===== src/rtl/jk_drv_pkg.sv =====
// jk_drv_pkg
//   Shared types and helpers for the JK excitation driver:
//   - drv_state_e : sequencing FSM states (IDLE, APPLY, CHECK)
//   - TGT_DEPTH / TGT_PTR_W : default target FIFO depth and its pointer width
//   - excite()    : maps a (current q, requested q) pair onto the {j,k} that
//                   makes a JK flip-flop perform that transition
package jk_drv_pkg;

    localparam int unsigned TGT_DEPTH = 4;
    localparam int unsigned TGT_PTR_W = $clog2(TGT_DEPTH);

    typedef enum logic [1:0] {
        IDLE  = 2'd0,
        APPLY = 2'd1,
        CHECK = 2'd2
    } drv_state_e;

    // Hold transitions use j=k=0. For a real transition one input is forced
    // and the other is a don't-care; toggle_pref picks 0 (set/reset style)
    // or 1 (toggle style) for that don't-care.
    function automatic logic [1:0] excite(input logic q_exp,
                                          input logic tgt,
                                          input logic toggle_pref);
        logic [1:0] jk;
        unique case ({q_exp, tgt})
            2'b01:   jk = {1'b1, toggle_pref};
            2'b10:   jk = {toggle_pref, 1'b1};
            default: jk = 2'b00;
        endcase
        return jk;
    endfunction

endpackage


===== src/rtl/jk_tgt_fifo.sv =====
// jk_tgt_fifo
//   Synchronous single-bit FIFO holding requested q values.
//   Ports:
//     clk      in   rising-edge clock
//     rst      in   synchronous active-high flush
//     push_i   in   write data_i (ignored while full)
//     data_i   in   bit to enqueue
//     pop_i    in   drop the head entry (ignored while empty)
//     data_o   out  head entry (valid while !empty_o)
//     full_o   out  DEPTH entries stored
//     empty_o  out  no entries stored
//     count_o  out  number of stored entries
module jk_tgt_fifo
    import jk_drv_pkg::*;
#(
    parameter int unsigned DEPTH = TGT_DEPTH,
    parameter int unsigned PTR_W = TGT_PTR_W
) (
    input  logic             clk,
    input  logic             rst,
    input  logic             push_i,
    input  logic             data_i,
    input  logic             pop_i,
    output logic             data_o,
    output logic             full_o,
    output logic             empty_o,
    output logic [PTR_W:0]   count_o
);

    logic [DEPTH-1:0] mem_q;
    logic [PTR_W-1:0] wr_ptr_q;
    logic [PTR_W-1:0] rd_ptr_q;
    logic [PTR_W:0]   count_q;
    logic             do_push;
    logic             do_pop;

    assign full_o  = (count_q == (PTR_W+1)'(DEPTH));
    assign empty_o = (count_q == '0);
    assign count_o = count_q;
    assign data_o  = mem_q[rd_ptr_q];

    assign do_push = push_i && !full_o;
    assign do_pop  = pop_i && !empty_o;

    // NOTE: state registers use non-blocking assignments so every flop
    // samples pre-edge values regardless of block evaluation order.
    always_ff @(posedge clk) begin
        if (rst) begin
            wr_ptr_q <= '0;
            rd_ptr_q <= '0;
            count_q  <= '0;
        end else begin
            if (do_push) wr_ptr_q <= wr_ptr_q + PTR_W'(1);
            if (do_pop)  rd_ptr_q <= rd_ptr_q + PTR_W'(1);
            unique case ({do_push, do_pop})
                2'b10:   count_q <= count_q + (PTR_W+1)'(1);
                2'b01:   count_q <= count_q - (PTR_W+1)'(1);
                default: count_q <= count_q;
            endcase
        end
    end

    // NOTE: storage is deliberately not reset; a flush only clears the
    // pointers and count, so stale entries are never observable.
    always_ff @(posedge clk) begin
        if (do_push) mem_q[wr_ptr_q] <= data_i;
    end

endmodule


===== src/rtl/jk_excitation_driver.sv =====
// jk_excitation_driver
//   Turns a stream of requested q values into J/K excitation for an external
//   JK flip-flop and checks the flip-flop's q feedback against each request.
//   Each target takes three cycles: IDLE (pop + register j/k), APPLY (the
//   flip-flop samples j/k), CHECK (compare q_fb, update counters).
//   Ports:
//     clk         in   rising-edge clock
//     rst         in   synchronous active-high reset (shared with the flop)
//     tgt_valid   in   target bit offered
//     tgt_bit     in   requested next q value
//     tgt_ready   out  FIFO not full
//     j, k        out  registered excitation
//     q_fb        in   q from the driven flip-flop
//     busy        out  work queued or in flight
//     mismatch    out  one-cycle pulse on a failed check
//     done_count  out  completed targets, wrapping
//     err_count   out  failed checks, saturating
module jk_excitation_driver
    import jk_drv_pkg::*;
#(
    parameter int unsigned DEPTH       = TGT_DEPTH,
    parameter int unsigned CNT_W       = 8,
    parameter bit          TOGGLE_PREF = 1'b0
) (
    input  logic             clk,
    input  logic             rst,
    input  logic             tgt_valid,
    input  logic             tgt_bit,
    output logic             tgt_ready,
    output logic             j,
    output logic             k,
    input  logic             q_fb,
    output logic             busy,
    output logic             mismatch,
    output logic [CNT_W-1:0] done_count,
    output logic [CNT_W-1:0] err_count
);

    localparam int unsigned PTR_W = $clog2(DEPTH);

    drv_state_e       state_q, state_d;
    logic             cur_tgt_q, cur_tgt_d;
    logic             q_exp_q, q_exp_d;
    logic             j_q, j_d;
    logic             k_q, k_d;
    logic             mismatch_q, mismatch_d;
    logic [CNT_W-1:0] done_q, done_d;
    logic [CNT_W-1:0] err_q, err_d;

    logic             fifo_pop;
    logic             fifo_head;
    logic             fifo_full;
    logic             fifo_empty;
    logic [PTR_W:0]   fifo_count;

    jk_tgt_fifo #(
        .DEPTH (DEPTH),
        .PTR_W (PTR_W)
    ) u_fifo (
        .clk     (clk),
        .rst     (rst),
        .push_i  (tgt_valid),
        .data_i  (tgt_bit),
        .pop_i   (fifo_pop),
        .data_o  (fifo_head),
        .full_o  (fifo_full),
        .empty_o (fifo_empty),
        .count_o (fifo_count)
    );

    assign tgt_ready  = !fifo_full;
    assign busy       = (fifo_count != '0) || (state_q != IDLE);
    assign j          = j_q;
    assign k          = k_q;
    assign mismatch   = mismatch_q;
    assign done_count = done_q;
    assign err_count  = err_q;

    // NOTE: every variable gets a default before the case so no path leaves
    // it unassigned, which would otherwise infer a latch.
    always_comb begin
        state_d    = state_q;
        cur_tgt_d  = cur_tgt_q;
        q_exp_d    = q_exp_q;
        j_d        = 1'b0;
        k_d        = 1'b0;
        mismatch_d = 1'b0;
        done_d     = done_q;
        err_d      = err_q;
        fifo_pop   = 1'b0;

        unique case (state_q)
            IDLE: begin
                if (!fifo_empty) begin
                    fifo_pop   = 1'b1;
                    cur_tgt_d  = fifo_head;
                    {j_d, k_d} = excite(q_exp_q, fifo_head, TOGGLE_PREF);
                    state_d    = APPLY;
                end
            end
            APPLY: begin
                state_d = CHECK;
            end
            CHECK: begin
                // Resync to what the flop really holds so one bad bit does
                // not corrupt the excitation of every following target.
                q_exp_d = q_fb;
                done_d  = done_q + CNT_W'(1);
                if (q_fb != cur_tgt_q) begin
                    mismatch_d = 1'b1;
                    if (err_q != '1) err_d = err_q + CNT_W'(1);
                end
                state_d = IDLE;
            end
            default: state_d = IDLE;
        endcase
    end

    always_ff @(posedge clk) begin
        if (rst) begin
            state_q    <= IDLE;
            cur_tgt_q  <= 1'b0;
            q_exp_q    <= 1'b0;
            j_q        <= 1'b0;
            k_q        <= 1'b0;
            mismatch_q <= 1'b0;
            done_q     <= '0;
            err_q      <= '0;
        end else begin
            state_q    <= state_d;
            cur_tgt_q  <= cur_tgt_d;
            q_exp_q    <= q_exp_d;
            j_q        <= j_d;
            k_q        <= k_d;
            mismatch_q <= mismatch_d;
            done_q     <= done_d;
            err_q      <= err_d;
        end
    end

endmodule

===== config.mk =====
export PLATFORM = sky130hd
export DESIGN_NAME = jk_excitation_driver
export DESIGN_NICKNAME = d
export VERILOG_FILES = /design/src/rtl/jk_drv_pkg.sv /design/src/rtl/jk_tgt_fifo.sv /design/src/rtl/jk_excitation_driver.sv
export SDC_FILE = /design/constraint.sdc
export NUM_CORES = 1
export LEC_CHECK = 0
export CAP_MARGIN = 5
export CORE_MARGIN = 5
export CORE_UTILIZATION = 55
export CTS_BUF_LIST = sky130_fd_sc_hd__clkbuf_4
export CTS_CLUSTER_DIAMETER = 200
export DETAILED_ROUTE_END_ITERATION = 8
export PLACE_DENSITY_LB_ADDON = 0.15
export RECOVER_POWER = 25
export SYNTH_ARGS = -nofsm -noshare
export SYNTH_HDL_FRONTEND = slang
export SYNTH_HIERARCHICAL = 1
export SYNTH_SLANG_ARGS = --single-unit

===== constraint.sdc =====
create_clock -name clk -period 2.9 [get_ports clk]
set_clock_uncertainty 0.2 [all_clocks]
set_input_delay 0.29 -clock clk [delete_from_list [all_inputs] [get_ports clk]]
set_output_delay 0.29 -clock clk [all_outputs]
set_load 0.005 [all_outputs]

==> flow_metrics.py, run 1 <==
metrics = {
    "outcome": {
        "outcome": "complete, no violations",
    },
    "finish": {
        "final_area_um2": 1929,
        "fin_nets": 220,
        "diodes": 0,
        "drive_above_1_share_pct": 7.282,
        "nFillCells": 223,
        "instances_no_fill": 237,
        "area_growth_pct": 21.13,
    },
    "sta": {
        "fmax_mhz": 372.6,
        "grt_setup_unrepaired": "false",
        "min_period_ps": 2684,
        "worstMarginPinSlew_ps": 605.3,
        "setup_viol": 0,
        "post-route-period-util_pct": 92.54,
        "setup_tns_ps": 0,
        "hold_violations": 0,
        "hold_ws_ps": 299.0,
        "relSlewSlack_pct": 59.65,
        "setup_slack_ps": 216.3,
        "finalMaxSlewViolations": 0,
    },
    "setup_path": {
        "critPathMaxStageDelay_ps": 400,
        "crit_fanout": 6,
        "start_kind": "flip-flop",
        "arrival_ps": 2730,
        "critPathRequiredTime_ps": 2950,
        "crit_slowest_cell": "dfxtp_2",
        "critical_path_class": "flip-flop to flip-flop",
        "crit_path_end_kind": "flip-flop",
        "crit_chain": "nor3_2 > or3_1 > inv_1 > o31ai_1 > inv_1 > ha_1 > inv_1 > fa_1 > xor2_1 > or3_1 > a21oi_1",
        "crit_top_cell": "inv_1",
    },
    "floorplanning": {
        "die-area_um2": 4072,
        "io_pins": 26,
        "rows": 19,
        "die_h_um": 63.82,
        "die_w_um": 63.82,
        "start_util_pct": 57.76,
        "core-area_um2": 2758,
    },
    "global_routing": {
        "grt_antenna_before_repair": 0,
        "grt_pass1_wl_um": 5002,
        "track_usage_pct": 15.17,
        "grt_overflow": 0,
        "grt_max_degree": 19,
        "grt_pass1_vias": 1155,
    },
    "yosys": {
        "synth_edf_count": 4,
        "yosysTopAreaCellShare_pct": 37.71,
        "synth_top_area_cell": "dfxtp_1",
        "ys_warn_count": 6,
        "netlist_area_um2": 1593,
        "syn_area_per_cell_um2": 9.207,
        "synthArstFlopShare_pct": 0,
        "synthFlopType": "dfxtp_1",
        "seq_area_frac_synth_pct": 45.25,
        "ys_ff_latch": 34,
        "ys_types": 35,
        "synthTopCellsByArea": "dfxtp_1 (38%), edfxtp_1 (7.5%), ha_1 (7.1%)",
        "syn_inst": 173,
        "synth_most_common_cell": "dfxtp_1",
        "synthTopCellsByCount": "dfxtp_1 (30), nor2_1 (20), nand2_1 (17)",
        "syn_nets": 188,
    },
    "place": {
        "dpl.cell_count": 229,
        "portBuffers": 25,
        "place_hpwl_um": 2207,
        "gp_congestion": 0.7651,
        "dp_slack_ps": 168.4,
        "dpl_cell_area_um2": 1889,
    },
    "cts": {
        "htreeDepth": 2,
        "cts.sinks": 34,
        "cts_tree": "built",
        "cts-buffers-inserted": 5,
        "path_clk_slew_ps": 90,
        "cts_setup_buffers": 0,
        "clockRootBuffer": "clkbuf_4",
        "cts_buffer_depth": 2,
        "clock_latency_ps": 330,
    },
    "detailed_routing": {
        "firstDrtPassIters": 5,
        "routed_via_density": 5.409,
        "avgRoutedWirePerCell_um": 12.13,
        "drc": 0,
        "first_iter_violations": 96,
        "num_vias": 1282,
        "drtAntennaViolNets": 0,
        "wl_um": 2874,
    },
    "power": {
        "power.density_nw_per_um2": 608.5,
        "p_leak_nw": 0.6934,
        "ir_drop_v": 0.0004626,
    },
    "hold_path": {
        "hold_class": "flip-flop to flip-flop",
    },
    "job": {
        "cap_viol_max_count": 0,
    },
}
[final timing paths]
kind,slack (ps),end,cells after the start,startpoint
max,220,u_fifo/count_o[2]$_SDFFE_PP0P_,11,u_fifo/count_o[0]$_SDFFE_PP0P_
min reg2reg,300,u_fifo/rd_ptr_q[1]$_SDFFE_PP0P_,2,u_fifo/rd_ptr_q[1]$_SDFFE_PP0P_
max reg2reg,220,u_fifo/count_o[2]$_SDFFE_PP0P_,11,u_fifo/count_o[0]$_SDFFE_PP0P_
min,300,u_fifo/rd_ptr_q[1]$_SDFFE_PP0P_,2,u_fifo/rd_ptr_q[1]$_SDFFE_PP0P_
[registers in the layout (all words and copies together), names as in the netlist]
name	flops
u_fifo/mem_q	4
mismatch	1
err_count	8
j	1
q_exp_q	1
state_q	2
u_fifo/rd_ptr_q	2
u_fifo/wr_ptr_q	2
k	1
done_count	8
cur_tgt_q	1
u_fifo/count_o	3
[critical path: cells and delay by family (launching register included)]
kind	cells	cell delay [ps]
AO/OA/AOI/OAI	2	270
XOR/XNOR	1	160
adder cells (fa/ha/maj)	2	560
buffers and inverters	3	250
flip-flops	1	400
AND/OR/NAND/NOR	3	750
[layer usage]
layer,vias to the layer above,GRT usage (%),routed length [um]
met3,6,5.429,167
met2,34,24.62,1322
met4,0,5.455,44
met1,585,18.47,1339
met5,-,0,0
li1,657,-,-
[power by group]
| group | internal (mW) | switching, mW | leakage (nW) |
|---|---|---|---|
| Clock | 0.0862 | 0.147 | 0.0277 |
| Sequential | 0.533 | 0.0603 | 0.281 |
| Combinational | 0.168 | 0.179 | 0.385 |
| Total | 0.788 | 0.386 | 0.693 |
[cell type report]
| cell class | count | area (um^2) | share of cell area (%) |
|---|---|---|---|
| clock buffers | 5 | 37.54 | 1.946 |
| clock inverters | 3 | 11.26 | 0.5837 |
| inverters | 13 | 48.80 | 2.529 |
| multi-input cells | 124 | 807.0 | 41.83 |
| flip-flops and latches | 34 | 724.4 | 37.55 |
| well taps | 31 | 38.79 | 2.010 |
| repair buffers | 27 | 261.5 | 13.55 |
[cells in the final DEF, fill, tap and decap left out, types with 2 or more instances in the layout]
cell             netlist  layout
a211oi_1               2       2
nand3_1                2       2
or3_1                  7       7
nor3_1                 6       6
dfxtp_1               30      27
ha_1                   9       9
dlygate4sd3_1          0       2
clkdlybuf4s50_1        0      23
nand2b_1               1       2
edfxtp_1               4       4
a21oi_1               13      13
dfxtp_2                0       3
nand2_1               17      17
o21ai_0                8       8
xnor2_1                5       5
nor2b_1                2       2
inv_1                 13      13
clkinv_1               0       3
nor4_1                 4       4
nor2_1                20      20
and2_1                 4       4
mux2_2                 2       2
nand3b_1               3       3
clkbuf_4               0       5
xor2_1                 4       4
nor4b_1                2       2
[stage by stage]
stage / power, mW / util (%)
6_report: 1.174 / 69.96
2_1_floorplan: 0.8289 / -
5_1_grt: 1.262 / 69.96
4_1_cts: 1.189 / 70.28
3_3_place_gp: 0.9343 / 68.51
3_5_place_dp: 0.9546 / 68.51
[timing repair]
action | in CTS | in global routing
gates resized for setup | 0 | 3
hold buffers | 0 | 0
endpoints found under the setup margin | 0 | 1
endpoints found under the hold margin | 0 | 0
[kinds of logic after synthesis]
family	synth area share (%)
AO/OA/AOI/OAI	9.034
XOR/XNOR	4.949
adder cells (fa/ha/maj)	8.327
buffers and inverters	3.535
flip-flops	45.25
multiplexers	3.456
AND/OR/NAND/NOR	25.45
Power figures use the tool's default switching activity.
==> run 2, diff against run 1 <==
--- a/config.mk
+++ b/config.mk
@@ -9,9 +9,9 @@
 export CORE_MARGIN = 5
 export CORE_UTILIZATION = 55
 export CTS_BUF_LIST = sky130_fd_sc_hd__clkbuf_4
-export CTS_CLUSTER_DIAMETER = 200
+export CTS_CLUSTER_DIAMETER = 80
 export DETAILED_ROUTE_END_ITERATION = 8
-export PLACE_DENSITY_LB_ADDON = 0.15
+export PLACE_DENSITY = 0.82
 export RECOVER_POWER = 25
 export SYNTH_ARGS = -nofsm -noshare
 export SYNTH_HDL_FRONTEND = slang
==> run 2 against run 1 <==
Against the previous run:
- flip-flop and latch count is the same
- clock power rose by 8.6%
- fmax decreased by 2.4%
- combinational power up 2%
- largest cell class unchanged
==> flow_metrics.py, run 2 (synthesis results as in run 1) <==
metrics = {
    "detailed_routing": {
        "first_iter_violations": 86,
        "routed_via_density": 5.532,
        "firstDrtPassIters": 4,
        "drtAntennaViolNets": 0,
        "num_vias": 1300,
        "avgRoutedWirePerCell_um": 12.92,
        "wl_um": 3037,
        "drc": 0,
    },
    "cts": {
        "cts.sinks": 34,
        "clock_latency_ps": 330,
        "clockRootBuffer": "clkbuf_4",
        "cts_setup_buffers": 0,
        "htreeDepth": 2,
        "cts-buffers-inserted": 5,
        "cts_buffer_depth": 2,
        "cts_tree": "built",
        "path_clk_slew_ps": 90,
    },
    "setup_path": {
        "r2r-start": "u_fifo/count_o[2]$_SDFFE_PP0P_",
        "crit_chain": "nor3_1 > or3_1 > inv_1 > o31ai_1 > inv_1 > ha_1 > inv_1 > fa_1 > xor2_1 > or3_1 > a21oi_1",
        "crit_fanout": 6,
        "critPathBufInv": 3,
        "crit_path_end_kind": "flip-flop",
        "rr_worst_depth": 11,
        "crit_slowest_cell": "dfxtp_1",
        "arrival_ps": 2810,
        "critPathRequiredTime_ps": 2960,
        "r2r_slack_ps": 150,
        "critPathTopFamily": "simple AND/OR/NAND/NOR gates",
        "start_kind": "flip-flop",
        "r2r-end": "u_fifo/count_o[2]$_SDFFE_PP0P_",
        "critPathMaxStageDelay_ps": 420,
        "critical_path_class": "flip-flop to flip-flop",
        "crit_top_cell": "inv_1",
    },
    "place": {
        "gp_congestion": 0.8392,
        "place_hpwl_um": 2323,
        "dpl_cell_area_um2": 1882,
        "portBuffers": 25,
    },
    "floorplanning": {
        "die-area_um2": 4072,
        "die_h_um": 63.82,
        "io_pins": 26,
        "core-area_um2": 2758,
        "die_w_um": 63.82,
        "start_util_pct": 57.76,
        "rows": 19,
    },
    "power": {
        "seqPwrFrac_pct": 49.3,
        "power_switching_share_pct": 32.05,
        "ir_drop_v": 0.0005916,
        "p_leak_nw": 0.6966,
        "switchingPower_uw": 383.7,
        "totalPowerFinal_mw": 1.197,
        "power.density_nw_per_um2": 620.9,
        "pwr-share-clk_pct": 21.1,
        "p_int_uw": 813.4,
        "combPwrFrac_pct": 29.6,
    },
    "global_routing": {
        "grt_antenna_before_repair": 0,
        "grt_pass1_wl_um": 5375,
        "grt_overflow": 0,
        "grt_max_degree": 20,
        "track_usage_pct": 16.48,
        "grt_pass1_vias": 1267,
    },
    "sta": {
        "min_period_ps": 2751,
        "hold_violations": 0,
        "setup_viol": 0,
        "relSlewSlack_pct": 57.18,
        "fmax_mhz": 363.6,
        "post-route-period-util_pct": 94.85,
        "setup_tns_ps": 0,
        "finalMaxSlewViolations": 0,
        "grt_setup_unrepaired": "false",
        "worstMarginPinSlew_ps": 640.2,
    },
    "hold_path": {
        "hold_class": "flip-flop to flip-flop",
        "min_delay_path_depth": 2,
        "min_from": "cur_tgt_q$_SDFFE_PP0P_",
        "holdPathEnd": "cur_tgt_q$_SDFFE_PP0P_",
    },
    "job": {
        "cap_viol_max_count": 0,
    },
    "finish": {
        "fin_nets": 219,
        "diodes": 0,
        "drive_above_1_share_pct": 7.843,
        "final_area_um2": 1928,
        "layout_commonest_cell": "dfxtp_1",
        "layout_common_cells": "dfxtp_1 (28), clkdlybuf4s50_1 (23), nor2_1 (20), nand2_1 (17)",
        "area_growth_pct": 21.05,
    },
    "outcome": {
        "outcome": "complete, no violations",
    },
}
==> run 2: worst register-to-register path, stage by stage, from the launching register on <==
cell and delay (ps):
dfxtp_1 420, nor3_1 100, or3_1 390, inv_1 120
o31ai_1 110, inv_1 80, ha_1 180, inv_1 70
fa_1 390, xor2_1 170, or3_1 310, a21oi_1 150
==> run 2: worst max path at each step <==
stage                                   start                        endpoint  slack [ps]  cells past startpoint
2_1_floorplan  u_fifo/count_o[0]$_SDFFE_PP0P_  u_fifo/count_o[2]$_SDFFE_PP0P_         380                     11
3_3_place_gp   u_fifo/count_o[0]$_SDFFE_PP0P_  u_fifo/count_o[2]$_SDFFE_PP0P_         300                     11
3_5_place_dp   u_fifo/count_o[0]$_SDFFE_PP0P_  u_fifo/count_o[2]$_SDFFE_PP0P_         110                     11
4_1_cts        u_fifo/count_o[0]$_SDFFE_PP0P_  u_fifo/count_o[2]$_SDFFE_PP0P_          90                     11
5_1_grt        u_fifo/count_o[2]$_SDFFE_PP0P_  u_fifo/count_o[2]$_SDFFE_PP0P_          30                     11
6_report       u_fifo/count_o[2]$_SDFFE_PP0P_  u_fifo/count_o[2]$_SDFFE_PP0P_         150                     11
==> run 2: power by group through the flow <==
stage	Clock [mW]	Combinational [mW]	Sequential (mW)
after CTS	0.263	0.362	0.591
after detailed placement	0	0.356	0.601
after global placement	0	0.337	0.594
final	0.253	0.354	0.590
after global routing	0.293	0.397	0.602
after floorplan	0	0.242	0.587
==> run 2: per-layer routing <==
layer  global-route usage [%]  vias to the layer above  wire length (um)
met5                        0                        -                 0
li1                         -                      651                 -
met4                    9.610                        0                70
met1                    18.13                      610              1251
met2                    27.76                       32              1530
met3                    5.079                        7               184
==> run 2: per-stage QoR <==
stage / setup slack (ps) / instances / hold WS (ps) / util [%]
floorplan: 384.2 / 173 / 159.1 / -
global placement: 296.4 / 228 / 274.7 / 68.24
detailed placement: 112.6 / 228 / 286.0 / 68.24
CTS: 93.99 / 235 / 299.5 / 70.15
global route: 34.25 / 235 / 319.9 / 69.92
finish: 149.5 / 235 / 295.5 / 69.92
==> run 2: layout make-up <==
| cell class | instances | area (um^2) |
|---|---|---|
| Multi-Input combinational cell | 124 | 810.8 |
| Fill cell | 227 | 829.5 |
| Tap cell | 31 | 38.79 |
| Clock buffer | 7 | 52.55 |
| Inverter | 13 | 48.80 |
| Timing Repair Buffer | 26 | 254.0 |
| Sequential cell | 34 | 723.2 |
==> run 2: what timing repair did <==
item | in CTS | in global routing
hold buffers | 0 | 0
endpoints found under the hold margin | 0 | 0
gates resized for setup | 0 | 2
endpoints found under the setup margin | 0 | 1
==> run 3, diff against run 2 <==
--- a/config.mk
+++ b/config.mk
@@ -6,7 +6,7 @@
 export NUM_CORES = 1
 export LEC_CHECK = 0
 export CAP_MARGIN = 5
-export CORE_MARGIN = 5
+export CORE_MARGIN = 2
 export CORE_UTILIZATION = 55
 export CTS_BUF_LIST = sky130_fd_sc_hd__clkbuf_4
 export CTS_CLUSTER_DIAMETER = 80
==> run 3 against run 2 <==
Against the previous run:
- critical path depth unchanged
- cell area increased by 0.58%
- utilization increased by 0.41 points
- highest routed layer unchanged
- largest power group unchanged
- critical path type unchanged
- first-iteration DRC count decreased by 10%
- worst setup slack improved by 16 ps
==> flow_metrics.py, run 3 (synthesis results as in run 1) <==
metrics = {
    "outcome": {
        "outcome": "complete, no violations",
    },
    "power": {
        "totalPowerFinal_mw": 1.212,
        "p_leak_nw": 0.6977,
        "ir_drop_v": 0.0005638,
        "power.density_nw_per_um2": 624.8,
    },
    "floorplanning": {
        "die-area_um2": 3343,
        "core-area_um2": 2758,
        "rows": 19,
        "start_util_pct": 57.76,
        "die_w_um": 57.82,
        "io_pins": 26,
        "die_h_um": 57.82,
    },
    "detailed_routing": {
        "firstDrtPassIters": 4,
        "drc": 0,
        "dr.max_layer_used": "met4",
        "num_vias": 1320,
        "routed_via_density": 5.617,
        "met2_length_um": 1504,
        "avgRoutedWirePerCell_um": 13.06,
        "dr_wl_met3_um": 184,
        "drtAntennaViolNets": 0,
        "wl_um": 3069,
        "first_iter_violations": 77,
        "drt-met1-wl_um": 1327,
    },
    "global_routing": {
        "grt_pass1_wl_um": 5264,
        "track_usage_pct": 20.66,
        "grt_max_degree": 20,
        "grt_antenna_before_repair": 0,
        "grt_pass1_vias": 1195,
        "grt_overflow": 0,
    },
    "sta": {
        "hold_violations": 0,
        "fmax_mhz": 365.7,
        "setup_viol": 0,
        "post-route-period-util_pct": 94.31,
        "hold_ws_ps": 289.3,
        "relSlewSlack_pct": 57.87,
        "setup_slack_ps": 165.1,
        "worstMarginPinSlew_ps": 629.9,
        "grt_setup_unrepaired": "false",
        "finalMaxSlewViolations": 0,
        "min_period_ps": 2735,
        "setup_tns_ps": 0,
    },
    "place": {
        "place_hpwl_um": 2327,
        "gp_congestion": 0.8539,
        "portBuffers": 25,
        "dpl.cell_count": 228,
        "dp_slack_ps": 71.70,
    },
    "finish": {
        "regArea_um2": 729.5,
        "area_growth_pct": 21.76,
        "nFillCells": 227,
        "multi_input_area_um2": 815.8,
        "layout_commonest_cell": "dfxtp_1",
        "instances_no_fill": 235,
        "layout_common_cells": "dfxtp_1 (27), clkdlybuf4s50_1 (23), nor2_1 (20), nand2_1 (17)",
        "drive_above_1_share_pct": 8.824,
        "diodes": 0,
        "fin_nets": 219,
    },
    "cts": {
        "cts_buffer_depth": 2,
        "path_clk_slew_ps": 90,
        "cts_tree": "built",
        "clockRootBuffer": "clkbuf_4",
        "cts.sinks": 34,
        "clock_latency_ps": 330,
        "htreeDepth": 2,
        "cts-buffers-inserted": 5,
    },
    "hold_path": {
        "hold_class": "flip-flop to flip-flop",
    },
    "job": {
        "cap_viol_max_count": 0,
    },
    "setup_path": {
        "arrival_ps": 2790,
        "critical_path_class": "flip-flop to flip-flop",
        "crit_fanout": 6,
        "critPathRequiredTime_ps": 2950,
        "start_kind": "flip-flop",
        "crit_path_end_kind": "flip-flop",
    },
}
[run 3: changes by cell type in the layout (fill, tap and decap cells not counted)]
| cell | change |
|---|---|
| and2_1 | -1 |
| nor3_2 | +1 |
| nor3_1 | -1 |
| dfxtp_4 | +2 |
| and2_0 | +1 |
| dfxtp_1 | -1 |
| dfxtp_2 | -1 |
[run 3: worst paths after layout]
path | cells past startpoint | to | from | slack [ps]
hold / removal | 2 | cur_tgt_q$_SDFFE_PP0P_ | cur_tgt_q$_SDFFE_PP0P_ | 290
setup reg to reg | 11 | u_fifo/count_o[2]$_SDFFE_PP0P_ | u_fifo/count_o[1]$_SDFFE_PP0P_ | 170
setup / recovery | 11 | u_fifo/count_o[2]$_SDFFE_PP0P_ | u_fifo/count_o[1]$_SDFFE_PP0P_ | 170
hold reg to reg | 2 | cur_tgt_q$_SDFFE_PP0P_ | cur_tgt_q$_SDFFE_PP0P_ | 290
[run 3: timing repair]
item | 4_1_cts | 5_1_grt
setup endpoints to repair | 0 | 1
resized for setup | 0 | 5
hold buffers | 0 | 0
buffers inserted | 0 | 0
[run 3: area by class of cell]
class                   count  share of cell area (%)
clock buffers               7                   2.710
inverters                  13                   2.516
multi-input cells         124                   42.06
flip-flops and latches     34                   37.61
well taps                  31                   2.000
repair buffers             26                   13.10
[run 3: stage by stage]
stage / area (um^2) / utilization, %
2_1_floorplan: 1593 / -
3_3_place_gp: 1882 / 68.24
3_5_place_dp: 1882 / 68.24
4_1_cts: 1934 / 70.15
5_1_grt: 1939 / 70.33
6_report: 1939 / 70.33
[run 3: worst max-delay path, cell delays in order, from the launching register on]
cell and delay, ps:
dfxtp_4 390, nor3_2 60, or3_1 370, inv_1 130, o31ai_1 110, inv_1 90, ha_1 190, inv_1 70
fa_1 370, xor2_1 170, or3_1 340, a21oi_1 160
[run 3: power breakdown]
part | total [mW] | switching [mW] | leakage (nW) | internal [mW]
registers | 0.593 | 0.0575 | 0.282 | 0.536
clock network | 0.253 | 0.143 | 0.0322 | 0.110
logic | 0.365 | 0.190 | 0.384 | 0.175
total | 1.21 | 0.391 | 0.698 | 0.821
[run 3: metal layers]
metal  up-vias  global-route usage, %
li1        656                      -
met1       619                  24.07
met2        39                  33.60
met3         6                  7.813
met4         0                  9.635
met5         -                      0
==> variant: new RTL, settings of run 2 <==
The package constant `TGT_DEPTH` goes from 4 to 16.
--- a/src/rtl/jk_drv_pkg.sv
+++ b/src/rtl/jk_drv_pkg.sv
@@ -7,5 +7,5 @@
 package jk_drv_pkg;
 
-    localparam int unsigned TGT_DEPTH = 4;
+    localparam int unsigned TGT_DEPTH = 16;
     localparam int unsigned TGT_PTR_W = $clog2(TGT_DEPTH);
 
Behaviour: not the same (Yosys sat finds a counterexample within 10 cycles, from zero or initial values and one cycle with rst high).
==> variant against run 2 <==
Via count grew 41%. Highest routed layer unchanged. Utilization shrank 1.0 points. Final cell count up 43%. Non-clock buffer count increased by 13. Critical path type unchanged. First-iteration DRC count increased by 35%. Total power is 74% higher. Setup slack lost 0.091 ns. Critical path depth fell by 1. Wire length grew 49%. Synthesized area rose by 59%. Combinational power up 130%. Design area increased by 58%. Sequential cell count grew 18. Global-route usage shrank 0.76 points.
==> variant: results (changes against run 2) <==
status: "finished, final reports clean"  # unchanged
postSynthAreaPerCell_um2: 10.4  # was 9.21 um^2
fin_area_mm2: 0.00304  # was 0.00193 mm^2
p_int_mw: 1.40  # was 813 uW
largest_register_ffs: 16
grtUsageTotal: 0.157  # was 0.165
drt-met1-wl_mm: 2.05  # was 1.25 mm
synth_edf_count: 16  # was 4
p_comb_frac: 0.387  # was 0.296
seq_area_frac_synth: 0.473  # was 0.452
synthAdderAreaFrac: 0.0720  # was 0.0833
relSlewSlack: 0.341  # was 0.572
fin_nets: 302  # was 219
grt_pass1_wl_mm: 7.82  # was 5.38 mm
clkLatencyLatePin_ns: 0.36  # was 0.33 ns
hpwlAfterDp_mm: 3.24  # was 2.32 mm
drive_gt1_frac: 0.176  # was 0.0784
cp_slowest_cell: "or4_4"  # was dfxtp_1
drt_iter0_drc: 116  # was 86
synthTopCellsByCount: "48 x nor2_1, 36 x dfxtp_1, 16 x edfxtp_1"  # was 30 x dfxtp_1, 20 x nor2_1, 17 x nand2_1
dp_cells: 326  # was 228
via_per_inst: 5.46  # was 5.53
p_leak_nw: 1.15  # was 0.697 nW
muxShareOfSynthArea: 0.0735  # was 0.0346
num-fill-cells: 338  # was 227
met3_length_um: 269  # was 184 um
synth-compound-area-share: 0.0715  # was 0.0903
synth-xor-area-share: 0.0552  # was 0.0495
pre_cts_slack_ns: 0.0268  # was 0.113 ns
switching_share: 0.329  # was 0.321
arrival_ns: 2.90  # was 2.81 ns
seqPwrFrac: 0.420  # was 0.493
clkTransAtPathRegs_ns: 0.15  # was 0.09 ns
ys_types: 48  # was 35
gr-usage-met1: 0.194  # was 0.181
synthTopCellsByArea: "dfxtp_1 28%, edfxtp_1 19%, nor2_1 7.1%, ha_1 6.4%, xor2_1 4.5%"  # was dfxtp_1 38%, edfxtp_1 7.5%, ha_1 7.1%, nor2_1 4.7%, a21oi_1 4.1%
grt_max_degree: 23  # was 20
grt_util_met3: 0.0405  # was 0.0508
avgRoutedWirePerCell_um: 13.5  # was 12.9 um
placed_area_mm2: 0.00293  # was 0.00188 mm^2
vdd_drop_max_uv: 417  # was 592 uV
grt.met2_usage: 0.265  # was 0.278
syn_nets: 264  # was 188
wl_met2_mm: 2.19  # was 1.53 mm
grt_pass1_vias: 1736  # was 1267
path_delay_family: "simple AND/OR/NAND/NOR gates"  # unchanged
vias: 1834  # was 1300
hold_start: "q_exp_q"  # was cur_tgt_q
gp_congestion: 0.752  # was 0.839
r2r_cells: 10  # was 11
post-cts-setup-buffers: 0  # unchanged
max_stage_delay_ns: 0.55  # was 0.42 ns
-- variant: changes by cell type after synthesis, sizes merged, moves of 5 or more --
cell / run 2 / this run
xor2: 4 / 13
edfxtp: 4 / 16
or3: 7 / 2
nor2: 20 / 48
dfxtp: 30 / 36
-- variant: cell type report --
| cell class | instances | share of cell area |
|---|---|---|
| Clock inverter | 3 | 0.0140 |
| Tap cell | 52 | 0.0214 |
| Multi-Input combinational cell | 174 | 0.427 |
| Timing Repair Buffer | 39 | 0.116 |
| Inverter | 11 | 0.0144 |
| Clock buffer | 5 | 0.0123 |
| Sequential cell | 52 | 0.396 |
-- variant: worst paths after layout --
| path | to | slack (ns) |
|---|---|---|
| worst max-delay path | u_fifo/count_o[4] | 0.06 |
| worst min-delay path | q_exp_q | 0.31 |
| worst max register to register | u_fifo/count_o[4] | 0.06 |
| worst min register to register | q_exp_q | 0.31 |
